File: src/rtl/pipe_pkg.sv
// Shared EX->MEM pipeline types: the beat carried between stages and NZCV flag indices.
package pipe_pkg;

   localparam int unsigned PIPE_DATA_W = 18;
   localparam int unsigned PIPE_REG_AW = 4;

   localparam int unsigned FLG_N = 3;
   localparam int unsigned FLG_Z = 2;
   localparam int unsigned FLG_C = 1;
   localparam int unsigned FLG_V = 0;

   typedef struct packed {
      logic [PIPE_DATA_W-1:0] result;
      logic [PIPE_DATA_W-1:0] store_data;
      logic [PIPE_REG_AW-1:0] rd;
      logic                   reg_write;
      logic                   mem_read;
      logic                   mem_write;
   } ex_mem_t;

   // Pack ALU flags into the architectural {N,Z,C,V} order.
   function automatic logic [3:0] pack_nzcv(input logic n, input logic z,
                                            input logic c, input logic v);
      logic [3:0] f;
      f        = '0;
      f[FLG_N] = n;
      f[FLG_Z] = z;
      f[FLG_C] = c;
      f[FLG_V] = v;
      return f;
   endfunction

endpackage

File: src/rtl/skid_buffer.sv
// Generic 2-entry valid/ready register slice. in_ready is a flop, so no path
// from in_valid/out_ready reaches it combinationally.
module skid_buffer #(
   parameter type T = logic
) (
   input  logic clk,
   input  logic rst_n,
   input  logic flush,
   input  logic in_valid,
   output logic in_ready,
   input  T     in_data,
   output logic out_valid,
   input  logic out_ready,
   output T     out_data
);

   typedef enum logic [1:0] {StEmpty, StOne, StFull} state_e;

   state_e state_q;
   T       main_q;
   T       skid_q;
   logic   in_ready_q;
   logic   out_valid_q;
   logic   accept;
   logic   deliver;

   assign accept  = in_valid && in_ready_q;
   assign deliver = out_valid_q && out_ready;

   always_ff @(posedge clk or negedge rst_n) begin
      if (!rst_n) begin
         state_q     <= StEmpty;
         main_q      <= '0;
         skid_q      <= '0;
         in_ready_q  <= 1'b1;
         out_valid_q <= 1'b0;
      end else if (flush) begin
         state_q     <= StEmpty;
         in_ready_q  <= 1'b1;
         out_valid_q <= 1'b0;
      end else begin
         case (state_q)
            StEmpty: begin
               if (accept) begin
                  main_q      <= in_data;
                  state_q     <= StOne;
                  out_valid_q <= 1'b1;
               end
            end
            StOne: begin
               if (accept && deliver) begin
                  main_q <= in_data;
               end else if (accept) begin
                  // Main is stalled; park the new beat and drop ready.
                  skid_q     <= in_data;
                  state_q    <= StFull;
                  in_ready_q <= 1'b0;
               end else if (deliver) begin
                  state_q     <= StEmpty;
                  out_valid_q <= 1'b0;
               end
            end
            StFull: begin
               if (deliver) begin
                  main_q     <= skid_q;
                  state_q    <= StOne;
                  in_ready_q <= 1'b1;
               end
            end
            default: begin
               state_q     <= StEmpty;
               in_ready_q  <= 1'b1;
               out_valid_q <= 1'b0;
            end
         endcase
      end
   end

   assign in_ready  = in_ready_q;
   assign out_valid = out_valid_q;
   assign out_data  = main_q;

endmodule

File: src/rtl/ex_mem_stage.sv
// EX->MEM pipeline register: skid-buffered beat transport plus the NZCV
// condition-code register updated by accepted set_flags instructions.
module ex_mem_stage
   import pipe_pkg::*;
#(
   parameter int unsigned DATA_W = PIPE_DATA_W,
   parameter int unsigned REG_AW = PIPE_REG_AW
) (
   input  logic              clk,
   input  logic              rst_n,
   input  logic              flush,
   input  logic              ex_valid,
   output logic              ex_ready,
   input  logic [DATA_W-1:0] ex_result,
   input  logic              ex_ovf,
   input  logic              ex_carry,
   input  logic              ex_zero,
   input  logic              ex_neg,
   input  logic [DATA_W-1:0] ex_store_data,
   input  logic [REG_AW-1:0] ex_rd,
   input  logic              ex_reg_write,
   input  logic              ex_mem_read,
   input  logic              ex_mem_write,
   input  logic              ex_set_flags,
   output logic              mem_valid,
   input  logic              mem_ready,
   output logic [DATA_W-1:0] mem_result,
   output logic [DATA_W-1:0] mem_store_data,
   output logic [REG_AW-1:0] mem_rd,
   output logic              mem_reg_write,
   output logic              mem_mem_read,
   output logic              mem_mem_write,
   output logic [3:0]        flags_nzcv
);

   ex_mem_t    ex_beat;
   ex_mem_t    mem_beat;
   logic       ex_accept;
   logic [3:0] flags_q;

   always_comb begin
      ex_beat            = '0;
      ex_beat.result     = ex_result;
      ex_beat.store_data = ex_store_data;
      ex_beat.rd         = ex_rd;
      ex_beat.reg_write  = ex_reg_write;
      ex_beat.mem_read   = ex_mem_read;
      ex_beat.mem_write  = ex_mem_write;
   end

   skid_buffer #(
      .T(ex_mem_t)
   ) u_skid (
      .clk      (clk),
      .rst_n    (rst_n),
      .flush    (flush),
      .in_valid (ex_valid),
      .in_ready (ex_ready),
      .in_data  (ex_beat),
      .out_valid(mem_valid),
      .out_ready(mem_ready),
      .out_data (mem_beat)
   );

   assign ex_accept = ex_valid && ex_ready;

   // A flushed beat is squashed, so it must not commit flags either.
   always_ff @(posedge clk or negedge rst_n) begin
      if (!rst_n) begin
         flags_q <= 4'b0000;
      end else if (!flush && ex_accept && ex_set_flags) begin
         flags_q <= pack_nzcv(ex_neg, ex_zero, ex_carry, ex_ovf);
      end
   end

   assign flags_nzcv     = flags_q;
   assign mem_result     = mem_beat.result;
   assign mem_store_data = mem_beat.store_data;
   assign mem_rd         = mem_beat.rd;
   assign mem_reg_write  = mem_beat.reg_write;
   assign mem_mem_read   = mem_beat.mem_read;
   assign mem_mem_write  = mem_beat.mem_write;

endmodule

File: config.mk
export PLATFORM = sky130hd
export DESIGN_NAME = ex_mem_stage
export DESIGN_NICKNAME = d
export VERILOG_FILES = /design/src/rtl/pipe_pkg.sv /design/src/rtl/skid_buffer.sv /design/src/rtl/ex_mem_stage.sv
export SDC_FILE = /design/constraint.sdc
export NUM_CORES = 1
export LEC_CHECK = 0
export CAP_MARGIN = 20
export CELL_PAD_IN_SITES_DETAIL_PLACEMENT = 0
export CELL_PAD_IN_SITES_GLOBAL_PLACEMENT = 2
export CORE_ASPECT_RATIO = 2
export CORE_MARGIN = 2
export CORE_UTILIZATION = 33
export DETAILED_ROUTE_END_ITERATION = 16
export PLACE_DENSITY_LB_ADDON = 0.1
export SLEW_MARGIN = 40
export SYNTH_ARGS = -nofsm -noshare
export SYNTH_HDL_FRONTEND = slang
export SYNTH_SLANG_ARGS = --single-unit
File: constraint.sdc
create_clock -name clk -period 3.55 [get_ports clk]
set_input_delay 0.8875 -clock clk [delete_from_list [all_inputs] [get_ports clk]]
set_output_delay 0.8875 -clock clk [all_outputs]
set_load 0.1 [all_outputs]
**After elaboration in Yosys (flattened, before gate mapping)**

Cells that the tools add are included.

- Register bits: 94
- Input port bits: 53
- Output and inout port bits: 49
- Word-level logic and storage cells: 67

- Eq/ne operators: 14
- Mux-type cells: 22
- Bitwise gates (word level): 2
- Reduce and logical (&&, ||, !) cells: 13

Operators with widths:

| kind | count |
|---|---|
| two-way mux 43 bit | 3 |
| one-hot mux 43 bit (3 select lines) | 1 |
| two-way mux 2 bit | 6 |
| != test 3 bit, second input constant | 4 |
| AND reduction 4 bit | 3 |
| AND reduction 5 bit | 2 |
| two-way mux 1 bit | 9 |
| != test 2 bit, second input constant | 3 |
| != test 3 x 2 -> 1 bit, second input constant | 2 |
| one-hot mux 1 bit (3 select lines) | 2 |
| one-hot mux 2 bit (3 select lines) | 1 |
| logical AND 1 bit | 5 |
| != test 2 x 1 -> 1 bit, second input constant | 2 |
| != test 4 x 3 -> 1 bit, second input constant | 1 |
| nonzero test 3 bit | 1 |
| == test 2 x 1 -> 1 bit, second input constant | 1 |
| == test 2 bit, second input constant | 1 |
| zero test 2 bit | 1 |
| NOT 1 bit | 2 |
| zero test 1 bit | 1 |

**Longest topological paths before layout**

- Depth in word-level cells: 6
- Depth in mapped cells: 6
- Depth with buffers taken out: 4

**Cells and area by module**

Synthesis repeated with hierarchy kept, for this count alone.

- Cell total of the unflattened synthesis: 266
- Area, all modules: 4174.0 um2

Modules (own cells, without submodules):

| module | instances | cells each | area an instance (um2) | seq. area each (um2) |
|---|---|---|---|---|
| skid_buffer | 1 | 257 | 4005.1 | 2253.4 |
| ex_mem_stage | 1 | 9 | 168.9 | 100.1 |

**Worst setup path before layout**

Ideal clock, no wire load.

- Kind: register to register
- Start point: reg u_skid.out_valid_q (netlist: u_skid.out_valid)
- End point: reg u_skid.main_q (netlist bit u_skid.out_data[0])
- Setup time: 0.126 ns
- Data arrival time: 2.074 ns
- Data required time: 3.424 ns
- Slack: 1.350 ns
- Cell stages (with the launch flop): 6
- Path buffers: 2
- Period minus slack after synthesis: 2.200 ns
- Path through: dfrtp_1 > nand2_1 > a221oi_4 > buf_6 > buf_6 > a31oi_1

- Word-level cells in the longest chain between the ends: 4
- Elaborated cells on any way between the ends: 5
- Classes of those cells: 2 x eq/ne; 3 x reduce/logical

Ends and longest elaborated chain:

| item | RTL line | source |
|---|---|---|
| from (decl) | skid_buffer.sv:23 | `logic out_valid_q;` |
| from (signal assigned) | skid_buffer.sv:36 | `out_valid_q <= 1'b0;` |
| from (signal assigned) | skid_buffer.sv:40 | `out_valid_q <= 1'b0;` |
| from (signal assigned) | skid_buffer.sv:47 | `out_valid_q <= 1'b1;` |
| logical AND 1 bit (*) | skid_buffer.sv:28 | `assign deliver = out_valid_q && out_ready;` |
| logical AND 1 bit | skid_buffer.sv:51 | `if (accept && deliver) begin` |
| != test 2 x 1 -> 1 bit (no source line) | n/a |  |
| AND reduction 5 bit (no source line) (*) | n/a |  |
| to (signal assigned) | skid_buffer.sv:45 | `main_q <= in_data;` |
| to (signal assigned) | skid_buffer.sv:52 | `main_q <= in_data;` |
| to (signal assigned) | skid_buffer.sv:65 | `main_q <= skid_q;` |
| to (decl) | skid_buffer.sv:20 | `T main_q;` |

Every way passes the cells marked *; elsewhere a longest branch is shown, timed or not.
A chain may end at the register's enable or synchronous reset.

**Worst setup path in the final report**

- Start point: in mem_ready
- End point: reg u_skid.skid_q[6] in the netlist's numbering

- Word-level cells in the longest chain between the ends: 4

Ends and longest elaborated chain:

| item | RTL line | source |
|---|---|---|
| from (decl) | ex_mem_stage.sv:26 | `input logic mem_ready,` |
| logical AND 1 bit | skid_buffer.sv:28 |  |
| logical AND 1 bit | skid_buffer.sv:51 |  |
| NOT 1 bit (no source line) | n/a |  |
| AND reduction 4 bit (no source line) | n/a |  |
| to (signal assigned) | skid_buffer.sv:55 | `skid_q <= in_data;` |
| to (decl) | skid_buffer.sv:21 | `T skid_q;` |

Every way passes these cells.

==> results.yml <==
clock_tree:
  clk_pin_slew_ns: 0.07
  cts_tree: "built"
  clock_sinks: 94
  clock_latency_ns: 0.33
  cts_hold_buf: 0
  htreeDepth: 3
  clockBufferDepth: 2
  post_cts_resized: 0
  post-cts-setup-buffer-count: 0
  cts_buffers: 9
  cts-root-buf: "clkbuf_16"
global_route:
  grt_pass1_wl_um: 15800
  antenna_found_initial: 0
  grtUsageTotal: 0.158
  grt_max_degree: 57
  grt_pass1_vias: 3064
  grt_remaining_overflow: 0
worst_setup_path:
  startpoint: "mem_ready"
  r2r_start: "u_skid.state_q[0]$_DFFE_PN0P_"
  worst-setup-path-type: "in2reg"
  critPathRequiredTime_ns: 3.77
  critPathCaptureType: "register"
  start_kind: "input pin"
  reg2reg_depth: 5
  worstPathArrival_ns: 2.66
  critPathMaxFanout: 43
floorplanning:
  fp.dieH_um: 159
  initial_utilization: 0.337
  die_w_um: 81.6
  dieArea_um2: 13000
  io_pins: 102
  rows: 56
  core_area_um2: 11800
logic_synthesis:
  syn-mean-instance-area_um2: 10.9
  yosys.cell_types.count: 24
  synth_commonest_cells: "dfrtp_1 (93), nand2_1 (89), mux2_2 (47), nor2_1 (47), a31oi_1 (43)"
  synthMostInstantiatedCell: "dfrtp_1"
  synthTopCellsByArea: "dfrtp_1 (59%), mux2_2 (13%), nand2_1 (8.4%)"
  ys_warn_count: 0
  synthArstFlopShare: 1.00
  yosysTopAreaCellShare: 0.586
  yosysSeqAreaShare: 0.592
  synth_fp_nets: 416
  synth_top_area_cell: "dfrtp_1"
  synth_edf_count: 0
  ys.flop_type: "dfrtp_1"
  synth_seq_cells: 94
  syn_inst: 363
  synth_area_um2: 3970
sta:
  fmax_mhz: 410
  min_period_over_period: 0.687
  finClkSkew_ns: 0.00796
  maxSlewHeadroom: 0.598
  slew_violations: 0
  hold_viol_final: 0
  setup_viol: 0
  fin_crit_ns: 2.44
  tightest_slew_ns: 0.603
  tns_ns: 0
  rsz0062_at_grt: "false"
finish:
  nNetsFinal: 512
  diodes: 0
  areaGrowthSynthToFinish_pct: 34.4
  design_area_um2: 5340
  drive_above_1_share: 0.265
routing:
  drt_drc_violations_left: 0
  dr.pass1.iters: 6
  wirelength_um: 9640
  vias_per_cell: 4.82
  first_iter_violations: 134
  vias: 2937
  wire_per_inst_um: 15.8
  ant_nets: 0
placed_design:
  io_buffers: 101
  hpwlAfterDp_um: 6220
  routabilityCongestion: 0.764
  placed_cell_area_um2: 5000
job:
  maxCapViolations: 0
min_path:
  hp-class: "in2async"
run_status:
  status: "finished clean"
[cell usage in the layout (no fill, tap or decap), types with 2 or more instances in the layout]
cell / n
clkdlybuf4s50_1: 51
nor2_1: 47
nand2_1: 89
bufinv_16: 3
clkbuf_16: 9
buf_4: 53
buf_16: 2
a31oi_1: 43
mux2_2: 47
a21oi_1: 3
dfrtp_1: 93
clkbuf_1: 3
[state kept, by name (all words and copies together) (netlist names)]
name and count:
flags_nzcv 4, u_skid.in_ready 1, u_skid.out_data 43, u_skid.out_valid 1, u_skid.skid_q 43, u_skid.state_q 2
[final cells by class]
type,instances,area [um2]
inverters,1,3.75
multi-input cells,245,1470
clock inverters,4,97.6
repair buffers,108,995
well taps,145,181
flip-flops and latches,94,2350
clock buffers,12,236
fillers,1180,6430
[layer usage]
layer | GRT usage | vias up | part of all wire
met4 | 0.0545 | 0 | 0.015
met2 | 0.280 | 59 | 0.54
met1 | 0.181 | 1447 | 0.40
met3 | 0.0334 | 10 | 0.048
met5 | 0 | - | 0
li1 | - | 1421 | -
[per-stage QoR]
stage | util | cells | hold WS (ns) | worst slack, ns
2_1_floorplan | - | 363 | 0.479 | 1.35
3_3_place_gp | 0.420 | 591 | 0.487 | 0.709
3_5_place_dp | 0.425 | 593 | 0.492 | 0.706
4_1_cts | 0.453 | 609 | 0.508 | 1.06
5_1_grt | 0.453 | 609 | 0.524 | 1.01
6_report | 0.453 | 609 | 0.501 | 1.11
[final timing paths]
check	to	slack [ns]
worst min register to register	u_skid.skid_q[13]$_DFFE_PN0P_	0.51
min in group clk	u_skid.skid_q[13]$_DFFE_PN0P_	0.51
max in group asynchronous	u_skid.skid_q[40]$_DFFE_PN0P_	2.41
worst min-delay path	u_skid.out_data[30]$_DFFE_PN0P_	0.50
worst max register to register	u_skid.out_data[4]$_DFFE_PN0P_	1.68
worst max-delay path	u_skid.skid_q[6]$_DFFE_PN0P_	1.11
[logic make-up (layout without fill, tap and decap cells)]
logic type | count (synthesis) | after routing | synth area share
simple gates | 145 | 145 | 0.142
mux | 47 | 47 | 0.133
compound gates | 52 | 52 | 0.0885
buf+inv | 24 | 125 | 0.0413
xor+xnor | 1 | 1 | 0.00221
flops | 94 | 94 | 0.592
[worst max-delay path, stage by stage]
cell and delay, ns:
clkdlybuf4s50_1 0.54, nand2_1 0.18, nand3_2 0.12, buf_4 0.51, mux2_2 0.40
Power is not shown: default switching activity piles up to over one toggle a cycle in this logic, so the estimate is an artifact.
